--- src/rtl/alu_uart_ctrl.sv ---
// alu_uart_ctrl: frames three received bytes (A, B, Op) into operands for an
// external registered ALU, then returns the ALU result as a single byte.
//
// Ports:
//   i_clock       rising-edge clock
//   i_reset       synchronous, active-high reset
//   i_rx_data     received byte, valid while i_rx_done is high
//   i_rx_done     one-cycle pulse per received byte
//   i_tx_done     one-cycle pulse when the transmitter finishes a byte
//   i_alu_result  ALU result (one clock of latency after operands change)
//   o_alu_A/B     registered ALU operands
//   o_alu_Op      registered ALU operation code
//   o_tx_data     result byte for the transmitter
//   o_tx_start    one-cycle transmit request
//   o_busy        high while executing or transmitting
//   o_error       one-cycle pulse when a partial frame times out
module alu_uart_ctrl #(
  parameter int unsigned N       = 8,
  parameter int unsigned NSel    = 6,
  parameter int unsigned DBIT    = 8,
  parameter int unsigned TIMEOUT = 1000000
) (
  input  logic            i_clock,
  input  logic            i_reset,
  input  logic [DBIT-1:0] i_rx_data,
  input  logic            i_rx_done,
  input  logic            i_tx_done,
  input  logic [N-1:0]    i_alu_result,
  output logic [N-1:0]    o_alu_A,
  output logic [N-1:0]    o_alu_B,
  output logic [NSel-1:0] o_alu_Op,
  output logic [DBIT-1:0] o_tx_data,
  output logic            o_tx_start,
  output logic            o_busy,
  output logic            o_error
);

  localparam int unsigned CntW = $clog2(TIMEOUT);

  typedef enum logic [2:0] {
    S_A,
    S_B,
    S_OP,
    S_EXEC,
    S_CAPTURE,
    S_WAIT_TX
  } state_e;

  state_e          state_q;
  logic [CntW-1:0] cnt_q;
  logic            expired;

  // Counter reads TIMEOUT-1 during the TIMEOUT-th idle cycle in S_B/S_OP.
  assign expired = (cnt_q == CntW'(TIMEOUT - 1));

  always_ff @(posedge i_clock) begin
    if (i_reset) begin
      state_q    <= S_A;
      cnt_q      <= '0;
      o_alu_A    <= '0;
      o_alu_B    <= '0;
      o_alu_Op   <= '0;
      o_tx_data  <= '0;
      o_tx_start <= 1'b0;
      o_busy     <= 1'b0;
      o_error    <= 1'b0;
    end else begin
      o_tx_start <= 1'b0;
      o_error    <= 1'b0;
      case (state_q)
        S_A: begin
          if (i_rx_done) begin
            o_alu_A <= i_rx_data[N-1:0];
            cnt_q   <= '0;
            state_q <= S_B;
          end
        end
        S_B: begin
          // A byte arriving in the expiry cycle wins over the timeout.
          if (i_rx_done) begin
            o_alu_B <= i_rx_data[N-1:0];
            cnt_q   <= '0;
            state_q <= S_OP;
          end else if (expired) begin
            cnt_q   <= '0;
            o_error <= 1'b1;
            state_q <= S_A;
          end else begin
            cnt_q <= cnt_q + 1'b1;
          end
        end
        S_OP: begin
          if (i_rx_done) begin
            o_alu_Op <= i_rx_data[NSel-1:0];
            cnt_q    <= '0;
            o_busy   <= 1'b1;
            state_q  <= S_EXEC;
          end else if (expired) begin
            cnt_q   <= '0;
            o_error <= 1'b1;
            state_q <= S_A;
          end else begin
            cnt_q <= cnt_q + 1'b1;
          end
        end
        // ALU registers the new operands on this edge.
        S_EXEC: state_q <= S_CAPTURE;
        S_CAPTURE: begin
          o_tx_data  <= DBIT'(i_alu_result);
          o_tx_start <= 1'b1;
          state_q    <= S_WAIT_TX;
        end
        S_WAIT_TX: begin
          if (i_tx_done) begin
            o_busy  <= 1'b0;
            state_q <= S_A;
          end
        end
        default: begin
          o_busy  <= 1'b0;
          state_q <= S_A;
        end
      endcase
    end
  end

endmodule

--- config.mk ---
export PLATFORM = sky130hd
export DESIGN_NAME = alu_uart_ctrl
export DESIGN_NICKNAME = d
export VERILOG_FILES = /design/src/rtl/alu_uart_ctrl.sv
export SDC_FILE = /design/constraint.sdc
export NUM_CORES = 1
export LEC_CHECK = 0
export BUFFER_PORTS_ARGS = -buffer_cell sky130_fd_sc_hd__buf_2
export CAP_MARGIN = 30
export CORE_MARGIN = 2
export CORE_UTILIZATION = 48
export DETAILED_ROUTE_END_ITERATION = 12
export PLACE_DENSITY_LB_ADDON = 0.15
export SKIP_CTS_REPAIR_TIMING = 1
export SYNTH_ARGS = -nofsm -noshare
export SYNTH_HDL_FRONTEND = slang
export SYNTH_SLANG_ARGS = --single-unit
--- constraint.sdc ---
create_clock -name i_clock -period 1.78 [get_ports i_clock]
set_input_delay 0.089 -clock i_clock [delete_from_list [all_inputs] [get_ports i_clock]]
set_output_delay 0.089 -clock i_clock [all_outputs]
set_load 0.1 [all_outputs]
## Word-level counts from Yosys, hierarchy flattened

Index checks and enable logic that the tools add are counted.

- $add $sub $neg: 1
- Reduce and logical (&&, ||, !) cells: 11
- Bitwise gates (word level): 2
- Muxes and demuxes: 15
- Eq/ne operators: 9

Operators by type and width:

| cell | count |
|---|---|
| $mux W20 | 3 |
| $pmux W20 S2 | 1 |
| $add A20 B1 Y20 const B | 1 |
| $eq A20 B20 Y1 const B | 1 |
| $pmux W3 S6 | 1 |
| $mux W3 | 5 |
| $reduce_and A2 Y1 | 5 |
| $eq A3 B2 Y1 const B | 2 |
| $eq A3 B3 Y1 const B | 2 |
| $ne A2 B2 Y1 const B | 3 |
| $mux W1 | 4 |
| $reduce_or A4 Y1 | 1 |
| $eq A3 B1 Y1 const B | 1 |
| $logic_not A3 Y1 | 1 |
| $pmux W1 S3 | 1 |
| $reduce_and A3 Y1 | 1 |
| $reduce_or A3 Y1 | 1 |
| $not A1 Y1 | 2 |
| $reduce_bool A2 Y1 | 1 |
| $reduce_or A2 Y1 | 1 |

- Logic and storage cells: 47
- Input port bits: 20
- Output and inout bits: 33
- Register bits after elaboration: 56

## Logic depth before layout (Yosys ltp)

- Word-level depth: 4
- Mapped depth: 7

## Worst setup path after synthesis

No wires, ideal clock.

- Path type: register -> register
- Start point: register cnt_q[7]
- End point: register cnt_q[12]
- Stages on the path, launching flop included: 7
- Arrival: 1816 ps
- Library setup time: 117 ps
- Path slack: -153 ps
- Required time: 1663 ps
- Cells stage by stage: dfxtp_1 buf_6 or4b_4 nor4b_4 a211oi_2 a21o_1 a22o_1

- Cells in the longest elaborated chain, start to end: 4

RTL lines:

| what | line | RTL |
|---|---|---|
| start, declared | 50 | `logic [CntW-1:0] cnt_q;` |
| start signal, assigned | 89 | `cnt_q <= cnt_q + 1'b1;` |
| start signal, assigned | 103 | `cnt_q <= cnt_q + 1'b1;` |
| $add A20 B1 Y20 or $eq A20 B20 Y1 (tied branches) | 89, 103, 54 |  |
| $mux W20 (*) | 84, 98 |  |
| $mux W20 (*) | 80 | `if (i_rx_done) begin` |
| $pmux W20 S2 (*) | 70 | `case (state_q)` |

Every way passes the cells marked *; elsewhere a longest branch is shown, timed or not.
A chain may end at the register's enable or synchronous reset.

## Worst setup path after layout

- Start point: register cnt_q[10]
- End point: register cnt_q[19]

Same word-level chain as after synthesis.

==> impl_metrics.py <==
metrics = {
    "timing": {
        "grt_setup_unrepaired": "true",
        "setup_viol": 17,
        "fmax_ghz": 0.541,
        "final-hold-violation-count": 1,
        "drv_slew": 0,
        "worst_slack_ns": -0.0675,
        "fin_crit_sh_pct": 104,
        "fin_crit_ns": 1.85,
        "slew-limit-headroom_pct": 60.8,
        "finClkSkew_ns": 0.00988,
        "tightest_slew_ns": 0.587,
        "holdWs_ns": -0.000147,
    },
    "setup_path": {
        "end_kind": "flip-flop",
        "arrival_ns": 2.04,
        "reg2reg_to": "cnt_q[19]$_SDFFE_PP0P_",
        "cp_slowest_cell": "or4b_4",
        "crit_fanout": 9,
        "startpoint": "cnt_q[10]$_SDFFE_PP0P_",
        "critPathRequiredTime_ns": 1.98,
        "r2r_setup_slack_ns": -0.07,
        "crit_end": "cnt_q[19]$_SDFFE_PP0P_",
        "path_class": "flip-flop to flip-flop",
        "start_kind": "flip-flop",
        "reg2reg_depth": 6,
        "cp_cell_sequence": "or4b_4 -> nor4b_4 -> a211oi_4 -> buf_12 -> a41oi_2 -> a31oi_1",
        "worst_path_largest_cell_delay_ns": 0.54,
        "r2r_start": "cnt_q[10]$_SDFFE_PP0P_",
    },
    "synth": {
        "yosys.cell_count.top_type": "nand2_1",
        "yosys_register_bits": 56,
        "synth_edf_count": 0,
        "synth_top_area_share_pct": 45.9,
        "syn-num-nets": 319,
        "ys.flop_type": "dfxtp_1",
        "yosys_warnings": 0,
        "ys_types": 43,
        "ys_seq_area_share_pct": 45.9,
        "synth_common_cells": "nand2_1 (61), dfxtp_1 (56), a21oi_1 (38), nor2_1 (22), clkbuf_1 (13)",
        "avgSynthCellArea_sq_um": 8.20,
        "synth.largest_area_cell": "dfxtp_1",
        "synthCells": 298,
        "synthTopCellsByArea": "dfxtp_1 (46%), nand2_1 (9.4%), a21oi_1 (7.8%)",
        "async_flop_share_pct": 0,
        "syn_area_sq_mm": 0.00244,
    },
    "power_and_ir_drop": {
        "powerDensity_mw_per_mm2": 799,
        "leakagePower_nw": 1.27,
        "worst_ir_drop_vdd_mv": 0.436,
    },
    "clock_network": {
        "cts_tree": "built",
        "path_clk_slew_ns": 0.11,
        "cts_buffers": 5,
        "clock_latency_ns": 0.31,
        "htree_levels": 2,
        "cts_root_buf": "clkbuf_8",
        "clock-sinks": 56,
        "cts_buffer_depth": 2,
    },
    "placement": {
        "portBuffers": 52,
        "placed_area_sq_mm": 0.00303,
        "gp_congestion": 0.843,
        "post-place-cells": 436,
        "hpwl_um": 4220,
    },
    "cells_and_area": {
        "n_antenna_cell": 0,
        "areaGrowthSynthToFinish_pct": 29.1,
        "fin_util_pct": 65.5,
        "layout.cells.non_filler": 445,
        "design_area_sq_mm": 0.00315,
        "drive_gt1_share_pct": 30.2,
        "nNetsFinal": 398,
        "fillCellCount": 435,
    },
    "die": {
        "io-pin-count": 53,
        "initial_core_util_pct": 50.7,
        "dieArea_sq_mm": 0.00567,
        "rows": 25,
        "die_w_um": 75.3,
        "die_y_um": 75.3,
        "coreArea_sq_mm": 0.00482,
    },
    "hold_path": {
        "worst_hold_path.num_cells": 3,
        "hold_path.class": "input port to flip-flop",
    },
    "global_routing": {
        "grt_max_degree": 26,
        "grt_pass1_wl_um": 9110,
        "gr-usage-all-layers_pct": 20.9,
        "grt_overflow": 0,
        "antenna_found_initial": 0,
        "grt_pass1_vias": 1896,
    },
    "outcome": {
        "violations": "hold timing, setup timing",
        "status": "complete, but fails checks",
    },
    "route": {
        "route.detailed.drc": 0,
        "via_count": 2390,
        "viasPerCell": 5.37,
        "wl_per_cell_um": 13.1,
        "drtAntennaViolNets": 0,
        "firstDrtPassIters": 4,
        "drt-total-wl_um": 5810,
        "drtIter0Drc": 221,
    },
    "flow_run": {
        "drv_cap": 0,
    },
}
==> kinds of logic after synthesis <==
group | count (synthesis) | share of synthesized area (%)
fa+ha+maj | 1 | 0.512
buf+inv | 21 | 4.20
flops | 56 | 45.9
xor+xnor | 1 | 0.359
mux | 9 | 3.69
compound gates | 77 | 19.1
simple gates | 133 | 26.3
==> how the worst min path moves through the flow <==
| stage | from | end | slack, ns |
|---|---|---|---|
| after detailed placement | i_alu_result[5] | o_tx_data[5]$_SDFFE_PP0P_ | 0.34 |
| after floorplan | i_rx_data[0] | o_alu_A[0]$_SDFFE_PP0P_ | 0.23 |
| after global placement | i_alu_result[5] | o_tx_data[5]$_SDFFE_PP0P_ | 0.33 |
| after CTS | i_alu_result[5] | o_tx_data[5]$_SDFFE_PP0P_ | -0.003 |
| final | i_alu_result[3] | o_tx_data[3]$_SDFFE_PP0P_ | -0.0001 |
| after global routing | i_alu_result[3] | o_tx_data[3]$_SDFFE_PP0P_ | 0.002 |
==> sequential cells by signal, summed over array words and instances, names as in the netlist <==
register	cells
o_busy	1
o_tx_start	1
cnt_q	20
o_error	1
o_tx_data	8
o_alu_B	8
state_q	3
o_alu_Op	6
o_alu_A	8
==> area by class of cell <==
type / instances / area [sq um] / area share [%]
clock buffer: 5 / 68.8 / 2.18
clock inverter: 3 / 21.3 / 0.674
timing repair buffer: 90 / 577 / 18.3
multi-input combinational: 221 / 1270 / 40.3
tap: 67 / 83.8 / 2.66
sequential: 56 / 1120 / 35.5
inverter: 3 / 11.3 / 0.357
==> critical path, delay by kind of cell (launching register included) <==
family,cells,cell delay [ns]
simple gates,2,0.84
compound gates,3,0.39
flops,1,0.32
buf+inv,1,0.18
==> report_power, final <==
| part | leakage, nW | internal (W) | switching, W |
|---|---|---|---|
| clock network | 0.0445 | 0.000281 | 0.000436 |
| registers | 0.453 | 0.00129 | 0.0000182 |
| logic | 0.769 | 0.000130 | 0.000369 |
==> routing by layer <==
metal  global-route usage (%)  part of all wire [%]  routed length, um
met3                     4.23                   6.3                367
met2                     29.9                    43               2510
met1                     32.4                    50               2880
met5                        0                     0                  0
met4                     4.68                  0.88                 51
==> per-stage QoR <==
stage          setup slack [ns]  hold slack (ns)  setup TNS, ns  total power (W)
5_1_grt                  -0.149          0.00160          -2.26          0.00262
6_report                -0.0675        -0.000147         -0.585          0.00252
3_3_place_gp            -0.0853            0.330         -0.488          0.00182
2_1_floorplan           -0.0542            0.225         -0.254          0.00170
4_1_cts                  -0.112         -0.00338          -1.20          0.00254
3_5_place_dp             -0.102            0.336         -0.931          0.00183
==> cells in the final DEF, fill, tap and decap left out, drive strengths merged, types with 4 or more instances in the layout <==
cell / count
a21oi: 38
a22o: 4
a31oi: 10
and3: 4
buf: 89
clkbuf: 5
dfxtp: 56
mux2i: 9
nand2: 61
nand2b: 5
nand3: 12
nand4: 8
nor2: 22
nor2b: 4
nor3: 4
o21ai: 11
No activity file was read; power rests on OpenSTA's default activity.
